## src/rtl/regfile_wport_arbiter.sv

```systemverilog
// Shares the single register-file write port among NREQ writers: fixed-priority grant,
// valid/ready handshake, one registered output stage. Define REGARB_AGING_EN for anti-starvation aging.
module regfile_wport_arbiter #(
    parameter int NREQ     = 2,
    parameter int ADDR_W   = 5,
    parameter int DATA_W   = 32,
    parameter int MAX_WAIT = 8
) (
    input  logic                     clk,
    input  logic                     rst,
    input  logic                     hold,
    input  logic [NREQ-1:0]          req_valid,
    output logic [NREQ-1:0]          req_ready,
    input  logic [NREQ*ADDR_W-1:0]   req_addr,
    input  logic [NREQ*DATA_W-1:0]   req_data,
    output logic                     we,
    output logic [ADDR_W-1:0]        waddr,
    output logic [DATA_W-1:0]        wdata,
    output logic [1:0]               grant_id,
    output logic                     busy
);

    if (NREQ < 2 || NREQ > 4 || MAX_WAIT < 1 || MAX_WAIT > 15) begin : g_bad_param
        $error("regfile_wport_arbiter: NREQ must be 2..4 and MAX_WAIT 1..15");
    end

    logic [NREQ-1:0]   aged;
    logic [NREQ-1:0]   cand;
    logic [1:0]        sel_id;
    logic [ADDR_W-1:0] sel_addr;
    logic [DATA_W-1:0] sel_data;
    logic              grant;

`ifdef REGARB_AGING_EN
    logic [3:0] wait_cnt [NREQ];

    always_comb begin
        for (int i = 0; i < NREQ; i++) begin
            aged[i] = req_valid[i] && (wait_cnt[i] >= 4'(MAX_WAIT));
        end
    end

    // NOTE: the counter array is control state, so every entry is reset; data-only
    // storage would not need this.
    always_ff @(posedge clk or negedge rst) begin
        if (!rst) begin
            for (int i = 0; i < NREQ; i++) begin
                wait_cnt[i] <= '0;
            end
        end else begin
            for (int i = 0; i < NREQ; i++) begin
                if (!req_valid[i] || req_ready[i]) begin
                    wait_cnt[i] <= '0;
                end else if (wait_cnt[i] != 4'hF) begin
                    wait_cnt[i] <= wait_cnt[i] + 4'd1;
                end
            end
        end
    end
`else
    assign aged = '0;
`endif

    // An aged valid requester pre-empts the plain priority order.
    assign cand  = (|aged) ? aged : req_valid;
    assign grant = rst && !hold && (|req_valid);

    // NOTE: every output of this block gets a default first, so no latch is inferred
    // when no candidate is found.
    always_comb begin
        sel_id   = '0;
        sel_addr = '0;
        sel_data = '0;
        for (int i = NREQ - 1; i >= 0; i--) begin
            if (cand[i]) begin
                sel_id   = 2'(i);
                sel_addr = req_addr[i*ADDR_W +: ADDR_W];
                sel_data = req_data[i*DATA_W +: DATA_W];
            end
        end
    end

    always_comb begin
        for (int i = 0; i < NREQ; i++) begin
            req_ready[i] = grant && (sel_id == 2'(i));
        end
    end

    assign busy = rst && (|req_valid) && !(|(req_valid & req_ready));

    // NOTE: sequential state uses non-blocking assignments so every register samples
    // the pre-edge values regardless of statement order.
    always_ff @(posedge clk or negedge rst) begin
        if (!rst) begin
            we       <= 1'b0;
            waddr    <= '0;
            wdata    <= '0;
            grant_id <= '0;
        end else if (grant) begin
            we       <= (sel_addr != '0);
            waddr    <= sel_addr;
            wdata    <= sel_data;
            grant_id <= sel_id;
        end else begin
            we       <= 1'b0;
        end
    end

endmodule

```

## config.mk

```make
export PLATFORM = sky130hd
export DESIGN_NAME = regfile_wport_arbiter
export DESIGN_NICKNAME = d
export VERILOG_FILES = /design/src/rtl/regfile_wport_arbiter.sv
export SDC_FILE = /design/constraint.sdc
export NUM_CORES = 1
export LEC_CHECK = 0
export BUFFER_PORTS_ARGS = -buffer_cell sky130_fd_sc_hd__buf_2
export CELL_PAD_IN_SITES_DETAIL_PLACEMENT = 0
export CELL_PAD_IN_SITES_GLOBAL_PLACEMENT = 2
export CORE_MARGIN = 4
export CORE_UTILIZATION = 26
export CTS_BUF_LIST = sky130_fd_sc_hd__clkbuf_8 sky130_fd_sc_hd__clkbuf_16
export CTS_CLUSTER_DIAMETER = 60
export DETAILED_ROUTE_END_ITERATION = 16
export HOLD_SLACK_MARGIN = 0.06
export PLACE_DENSITY = 0.9
export SLEW_MARGIN = 20
export SYNTH_ARGS = -nofsm -noshare
export SYNTH_HDL_FRONTEND = slang
export SYNTH_SLANG_ARGS = --single-unit
```

## constraint.sdc

```tcl
create_clock -name clk -period 1.8 [get_ports clk]
set_input_delay 0.18 -clock clk [delete_from_list [all_inputs] [get_ports clk]]
set_output_delay 0.18 -clock clk [all_outputs]
set_load 0.05 [all_outputs]
```

==> metrics.cfg, run 1 <==
[hold_path]
hold_path_class=in2reg

[logic_synthesis]
synthFlopType=dfrtp_1
synth-simple-area-share_pct=4.944
synth_compound_area_share_pct=16.68
synth_nets=225
synth-edff-count=0
yosysMostFrequentCell=dfrtp_1
synth_area_leaders=dfrtp_1 51%, mux2_2 21%, a22o_1 16%
synth_fa_ha_area_share_pct=0
synth_area_um2=1898
ys_seq_area_share_pct=51.42
netlist_top_cells_count=39 x dfrtp_1, 36 x mux2_2, 35 x a22o_1
syn_inst=146
ys_async_sr_fraction_pct=100.0
ys_warn_count=0
synth_seq_cells=39
synth_top_area_share_pct=51.42
synth_top_family_by_area=multiplexers
post-synth-top-area-cell=dfrtp_1
avgSynthCellArea_um2=13.00
ys_types=18
muxShareOfSynthArea_pct=22.54
synth-xor-area-share_pct=0

[clock_tree]
cts_sinks=39
clk_pin_slew_ns=0.07
root_buffer=clkbuf_8
clk_latency_ns=0.28
numCtsBuffers=5
clk_path_buf_depth=2
tritoncts=done
post_cts_buffers=0
htreeDepth=2

[worst_setup_path]
cp.arrival_ns=1.53
cp.buffers_inverters=4
cp_max_fo=12
cp_slowest_cell=dlygate4sd3_1
cp_top_family=buffers and inverters
endpoint_kind=output port
start_kind=input pin
cp_common_cell=buf_2
path_cells=buf_2, dlygate4sd3_1, buf_4, and3b_1, buf_2
max_stage_delay_ns=0.58
cp.required_ns=1.62
crit_type=in2out

[pwr]
power_density_nw_per_um2=1041
peakVddDrop_mv=0.3156
power.leakage_nw=1.429

[grt]
grt_pass1_vias=1765
gr-total-overflow=0
grt_pass1_wl_um=8535
grt_start_max_net_pins=32
antenna_found_initial=0
grt_usage_pct=12.52

[finish]
layout-drive-gt1-share_pct=63.94
n_fill_cell=722
area_delta_synth_final_pct=43.11
finalNetCount=347
antenna_cells=0

[placed_design]
hpwl_um=4145
port_buffers=120
gp_congestion=0.6530

[floorplanning]
die_area_um2=8731
start_util_pct=27.33
die_x_um=93.44
num_rows=30
die_height_um=93.44
io_pins=122
core_region_area_um2=6944

[timing]
hold_viol_final=0
maxSlewViolCount=0
rsz0062_at_grt=false
fin_tns_setup_ns=0
period_minus_slack_ns=1.710
finalCritPeriodShare_pct=94.99
whs_ns=0.2274
max_freq_mhz=584.8
fin_worst_skew_ns=0
setup_viol=0

[drt]
totalWireLength_um=5406
vias_per_cell=4.488
vias=1638
route.detailed.drc=0
wl_per_cell_um=14.81
drtIter0Drc=43
ant_nets=0
dr.pass1.iters=3

[status]
outcome=complete, no violations

[run]
maxCapViolations=0

cell usage in the layout, fill, tap and decap left out:
cell	synthesis	layout
inv_1	0	2
conb_1	1	1
mux2_1	2	2
nand3b_1	1	1
buf_2	4	120
dfrtp_1	39	39
and2_1	1	1
nor3b_4	0	1
nor2b_4	0	1
and3b_1	1	1
nand2_1	6	6
and3_1	1	1
nor4_1	2	2
o21ai_0	2	2
mux2_2	36	36
buf_12	0	1
dlygate4sd3_1	0	1
clkinv_2	0	1
nor2_1	3	3
buf_4	6	7
a22o_1	35	35
clkbuf_8	0	5
final timing paths:
path	end	start	slack (ns)	cells after the start
max in group asynchronous	waddr[4]	rst	0.75	4
min in group asynchronous	wdata[5]	rst	0.45	3
worst min register to register	waddr[3]	waddr[3]	0.49	1
worst max-delay path	req_ready[0]	rst	0.09	5
worst max register to register	waddr[2]	waddr[2]	1.03	1
worst min-delay path	we	req_addr[8]	0.23	4
power breakdown:
group / switching [mW] / internal [mW]
sequential: 0.0741 / 1.04
combinational: 0.817 / 0.360
clock: 0.280 / 0.260
total: 1.17 / 1.66
per-layer routing:
metal  part of all wire, %  vias up  track usage (%)  wire length [um]
met4                   1.3        0            4.029                68
li1                      -      786                -                 -
met1                    41      783            15.47              2190
met3                   7.0        6            2.816               380
met5                     0        -                0                 0
met2                    51       63            21.50              2767
area by class of cell:
type	count	area, um2	share of cell area, %
well taps	96	120.1	4.422
flip-flops and latches	39	975.9	35.93
repair buffers	129	683.2	25.15
clock inverters	3	12.51	0.4606
multi-input cells	93	855.8	31.51
clock buffers	5	68.82	2.533
stage by stage:
step                      utilization, %  setup slack, ns  power, mW  instances  instance area [um2]
final                              39.12          0.09013      2.828        365                 2716
after global routing               39.12         0.005799      2.997        365                 2716
after CTS                          39.12          0.06003      2.884        365                 2716
after detailed placement           37.80           0.2513      2.319        356                 2625
after global placement             37.80           0.2666      2.298        356                 2625
after floorplan                        -           0.4072      1.965        146                 1898
cells by family after synthesis:
logic type,count (synthesis)
compound gates,37
buf+inv,14
flops,39
mux,38
other cells,1
simple gates,17
registers in the layout (all words and copies together) (netlist names):
signal,cells
waddr,5
wdata,32
we,1
grant_id,1
tightest hold or removal path, delay by kind of cell:
family,cells,cell delay (ns)
buf+inv,1,0.09
simple gates,3,0.21
timing repair:
| action | CTS | global route |
|---|---|---|
| endpoints found under the setup margin | 0 | 0 |
| resized for setup | 0 | 0 |
| hold endpoints to repair | 9 | 0 |
| hold buffers | 1 | 0 |
(Power assumes the default switching activity.)
==> inputs of run 2 (changes only) <==
CELL_PAD_IN_SITES_DETAIL_PLACEMENT = 1   (was 0)
CELL_PAD_IN_SITES_GLOBAL_PLACEMENT = 1   (was 2)
CORE_UTILIZATION = 33   (was 26)
PLACE_DENSITY = 0.91   (was 0.9)
==> run 2 against run 1 <==
Combinational power is essentially flat. Cell area rose by 1.5%. Clock-buffer cell count rose by 1. Routed wire length rose by 11%. Sequential cell count stayed put. Global-route usage up 4.9 points. Register-to-register slack hardly changed. Clock skew unchanged. Power rose by 8.3%. Critical path depth is the same. Highest routed layer unchanged.
==> metrics.cfg, run 2 (synthesized netlist as in run 1, its figures left out) <==
[clock_tree]
root_buffer=clkbuf_8
clk_latency_ns=0.28  ; about the same
tritoncts=done
htreeDepth=2  ; unchanged
cts_sinks=39  ; unchanged
clk_pin_slew_ns=0.07  ; about the same
numCtsBuffers=5  ; unchanged
clk_path_buf_depth=2  ; unchanged
post_cts_buffers=0  ; unchanged
post_cts_resized=0  ; unchanged

[grt]
gr-total-overflow=0  ; unchanged
antenna_found_initial=0  ; unchanged
grt_usage_pct=17.40  ; +4.9 points
grt_start_max_net_pins=25  ; -22%
grt_pass1_vias=1912  ; +8.3%
grt_pass1_wl_um=9666  ; +13%

[pwr]
swShare_pct=39.48  ; -1.9 points
sequentialPowerShare_pct=36.3  ; -2.9 points
power_density_nw_per_um2=1110  ; +6.6%
peakVddDrop_mv=0.6484  ; +110%
p_int_mw=1.853  ; +12%
power_switching_mw=1.209  ; +3.2%
p_comb_share_pct=39.2  ; -2.4 points
clkPwrFrac_pct=24.5  ; +5.4 points
power.leakage_nw=1.453  ; +1.7%
power_mw=3.061  ; +8.3%

[placed_design]
dp_cells=334  ; -6.2%
port_buffers=120  ; unchanged
hpwl_um=4814  ; +16%
gp_congestion=0.8053  ; +23%

[finish]
regMostFlops=wdata
n_fill_cell=667  ; -7.6%
finalNetCount=349  ; +0.58%
area_delta_synth_final_pct=45.29
final_common_cell=buf_2
layout-drive-gt1-share_pct=64.94  ; +1.0 points
layout_common_cells=120 x buf_2, 39 x dfrtp_1, 36 x mux2_2, 35 x a22o_1, 7 x buf_4
antenna_cells=0  ; unchanged
largest_reg_flops=32  ; unchanged
finalNonFillerCells=343  ; -6.0%
reg.largest.list=wdata: 32 flops, waddr: 5 flops

[worst_setup_path]
r2r_slack_ns=1.03  ; about the same
crit_type=in2out
r2r-end=wdata[31]
worstRegToRegCells=1  ; unchanged
start_kind=input pin
endpoint_kind=output port
cp.required_ns=1.62  ; about the same
cp_max_fo=19  ; +7
startpoint=req_valid[0]
rr_startpoint=wdata[31]
cp.arrival_ns=1.30  ; -0.23 ns

[timing]
fin_worst_skew_ns=0  ; unchanged
maxSlewViolCount=0  ; unchanged
setup_viol=0  ; unchanged
relSlewSlack_pct=52.01
fin_tns_setup_ns=0  ; unchanged
tightest_slew_ns=0.7175
max_freq_mhz=677.6  ; +16%
whs_ns=0.07156  ; -0.1559 ns
rsz0062_at_grt=false
period_minus_slack_ns=1.476  ; -0.2340 ns
hold_viol_final=0  ; unchanged
finalCritPeriodShare_pct=81.99  ; -13 points

[drt]
dr.pass1.iters=4  ; +1
vias=1700  ; +3.8%
totalWireLength_um=6018  ; +11%
ant_nets=0  ; unchanged
drtIter0Drc=63  ; +47%
wl_per_cell_um=17.55  ; +18%
vias_per_cell=4.956  ; +10%
route.detailed.drc=0  ; unchanged

[run]
maxCapViolations=0  ; unchanged

[floorplanning]
num_rows=27  ; -10%
core_region_area_um2=5540  ; -20%
die_area_um2=7029  ; -19%
io_pins=122  ; unchanged
die_x_um=83.84  ; -10%
start_util_pct=34.26  ; +6.9 points
die_height_um=83.84  ; -10%

[status]
outcome=complete, no violations

[hold_path]
hold_path_class=in2async

==> run 2: changes by cell type in the layout (fill, tap and decap cells not counted) <==
cell       change
buf_12         +2
inv_1          -2
bufinv_16      +1
clkbuf_8       +1
nor2b_2        +1
nor2b_4        -1
==> run 2: area by class of cell <==
| cell class | instances | area, um2 | share of cell area, % |
|---|---|---|---|
| Clock buffer | 6 | 82.58 | 2.995 |
| Clock inverter | 2 | 35.03 | 1.270 |
| Multi-Input combinational cell | 93 | 850.8 | 30.85 |
| Sequential cell | 39 | 975.9 | 35.39 |
| Tap cell | 72 | 90.09 | 3.267 |
| Timing Repair Buffer | 131 | 723.2 | 26.23 |
==> run 2: routing by layer <==
metal	wire [um]	track usage, %
met1	2328	18.89
met2	3267	32.54
met3	349	5.627
met4	72	4.094
met5	0	0
==> run 2: critical path: stages <==
cell and delay, ns:
buf_2 0.12, buf_4 0.20, nor2b_2 0.35, and2_1 0.18
buf_2 0.26
==> run 2: power groups by stage <==
stage	Combinational (mW)	Sequential, mW	Clock [mW]
floorplan	0.267	1.70	0
finish	1.20	1.11	0.750
detailed placement	1.21	1.13	0
CTS	1.22	1.11	0.770
global route	1.26	1.13	0.816
global placement	1.18	1.12	0
==> run 2: what timing repair did <==
| action | CTS | global route |
|---|---|---|
| hold buffers | 1 | 0 |
| endpoints found under the hold margin | 15 | 0 |
| endpoints found under the setup margin | 0 | 0 |
==> run 2: worst max-delay path by stage <==
stage                   endpoint  slack [ns]  cells after the start
floorplan           req_ready[1]        0.41                      5
global placement    req_ready[1]        0.38                      5
detailed placement  req_ready[1]        0.33                      5
CTS                 req_ready[1]        0.33                      5
global route        req_ready[1]        0.24                      5
finish              req_ready[1]        0.32                      5
==> run 2: through the flow <==
| stage | setup WS (ns) | utilization, % | cell area, um2 |
|---|---|---|---|
| floorplan | 0.4072 | - | 1898 |
| global placement | 0.3786 | 47.47 | 2630 |
| detailed placement | 0.3286 | 47.47 | 2630 |
| CTS | 0.3282 | 49.77 | 2758 |
| global route | 0.2414 | 49.77 | 2758 |
| finish | 0.3241 | 49.77 | 2758 |
==> inputs of run 3 (changes only) <==
CORE_UTILIZATION = 28   (was 33)
PLACE_DENSITY = 0.83   (was 0.91)
clock period = 1.3 ns   (was 1.8 ns; I/O delays follow)
==> run 3 against run 2 <==
Sequential power up 38%. Combinational power rose by 38%. Worst setup slack got worse by 0.21 ns. Critical path depth stayed put. Clock-buffer cell count is 1 lower. Sequential cell count stayed put. Register-to-register slack worse by 0.52 ns. Hold slack lost 0.0077 ns. Clock power up 3.2%. Final cell count grew 1.2%. Largest power group unchanged. Highest routed layer unchanged.
==> metrics.cfg, run 3 (synthesized netlist as in run 1, its figures left out) <==
[worst_setup_path]
cp_common_cell=buf_2
cp_max_fo=31  ; +12
cp.required_ns=1.17  ; -0.45 ns
cp_slowest_cell=buf_2
cp.arrival_ns=1.05  ; -0.25 ns
path_cells=buf_2, buf_12, nor2b_2, and2_1, buf_2
endpoint_kind=output port
start_kind=input pin
max_stage_delay_ns=0.26  ; -0.09 ns
crit_type=in2out

[timing]
period_minus_slack_ns=1.184
hold_viol_final=0  ; unchanged
max_freq_mhz=844.4
fin_worst_skew_ns=0  ; unchanged
fin_tns_setup_ns=0  ; unchanged
worst_slack_ns=0.1158  ; -0.2084 ns
setup_viol=0  ; unchanged
finalCritPeriodShare_pct=91.09
whs_ns=0.06391  ; -0.007651 ns
rsz0062_at_grt=false
maxSlewViolCount=0  ; unchanged

[clock_tree]
clk_latency_ns=0.29  ; about the same
numCtsBuffers=5  ; unchanged
clk_path_buf_depth=2  ; unchanged
cts_sinks=39  ; unchanged
tritoncts=done
post_cts_buffers=0  ; unchanged
htreeDepth=2  ; unchanged
clk_pin_slew_ns=0.08  ; about the same
root_buffer=clkbuf_8

[floorplanning]
die_area_um2=8160  ; +16%
num_rows=29  ; +7.4%
core_region_area_um2=6459  ; +17%
die_height_um=90.34  ; +7.7%
io_pins=122  ; unchanged
start_util_pct=29.39  ; -4.9 points
die_x_um=90.34  ; +7.7%

[finish]
layout_common_cells=120 x buf_2, 39 x dfrtp_1, 36 x mux2_2, 35 x a22o_1
layout-drive-gt1-share_pct=64.07  ; -0.87 points
finalNetCount=348  ; -0.29%
design_area_um2=2720  ; -1.4%
finalNonFillerCells=347  ; +1.2%
final_common_cell=buf_2
largest_reg_flops=32  ; unchanged
fin_util_pct=42.12  ; -7.7 points
antenna_cells=0  ; unchanged
regMostFlops=wdata
reg.largest.list=wdata: 32 flops, waddr: 5 flops
area_delta_synth_final_pct=43.31

[hold_path]
hold_path_class=in2async

[placed_design]
pre_cts_slack_ns=-0.05599  ; -0.3846 ns
dp_cells=338  ; +1.2%
placed_cell_area_um2=2629  ; about the same
gp_congestion=0.7298  ; -9.4%
port_buffers=120  ; unchanged
hpwl_um=4645  ; -3.5%

[drt]
vias_per_cell=4.919  ; -0.75%
route.detailed.drc=0  ; unchanged
vias=1707  ; +0.41%
ant_nets=0  ; unchanged
wl_per_cell_um=17.36  ; -1.1%
totalWireLength_um=6024  ; about the same
dr.pass1.iters=2  ; -2
drtIter0Drc=28  ; -56%

[run]
maxCapViolations=0  ; unchanged

[pwr]
power_density_nw_per_um2=1456  ; +31%
power_mw=3.961  ; +29%
peakVddDrop_mv=0.6079  ; -6.2%
power.leakage_nw=1.438  ; -1.0%

[grt]
grt_start_max_net_pins=38  ; +52%
grt_usage_pct=14.87  ; -2.5 points
grt_pass1_wl_um=9832  ; +1.7%
grt_pass1_vias=1961  ; +2.6%
antenna_found_initial=0  ; unchanged
gr-total-overflow=0  ; unchanged

[status]
outcome=complete, no violations

-- run 3: changes by cell type in the layout (fill, tap and decap cells not counted) --
cell / change
buf_4: -1
bufinv_16: -1
clkbuf_8: -1
inv_1: +2
-- run 3: critical path, delay by kind of cell --
kind / cells / cell delay, ns
buffers and inverters: 3 / 0.56
and+or+nand+nor: 2 / 0.36
-- run 3: path summary, 6_finish.rpt --
path                              start            to  slack (ns)  cells past startpoint
max                        req_valid[0]  req_ready[1]        0.12                      5
min                                 rst      waddr[2]        0.06                      3
max reg2reg                    waddr[2]      waddr[2]        0.51                      1
min reg2reg                    waddr[3]      waddr[3]        0.50                      1
max in group asynchronous           rst     wdata[10]        0.83                      3
min in group clk           req_data[38]      wdata[6]        0.18                      3
-- run 3: repair_timing --
| action | 4_1_cts | 5_1_grt |
|---|---|---|
| hold buffers | 1 | 0 |
| gates resized for setup | 0 | 0 |
| endpoints found under the hold margin | 2 | 0 |
-- run 3: layout make-up --
class | instances | area (um2)
Clock inverter | 3 | 12.51
Fill cell | 742 | 3739
Tap cell | 77 | 96.34
Clock buffer | 5 | 68.82
Timing Repair Buffer | 130 | 715.7
Multi-Input combinational cell | 93 | 850.8
Sequential cell | 39 | 975.9
-- run 3: routing by layer --
| layer | GRT usage [%] | wire, um | vias to the layer above |
|---|---|---|---|
| li1 | - | - | 789 |
| met1 | 15.56 | 2243 | 831 |
| met2 | 27.57 | 3198 | 71 |
| met3 | 5.250 | 454 | 16 |
| met4 | 4.847 | 129 | 0 |
| met5 | 0 | 0 | - |
-- run 3: power breakdown --
part,total (mW),internal (mW),switching [mW],leakage [nW]
clock,0.774,0.361,0.413,0.0505
sequential,1.53,1.43,0.102,0.488
combinational,1.65,0.509,1.14,0.900
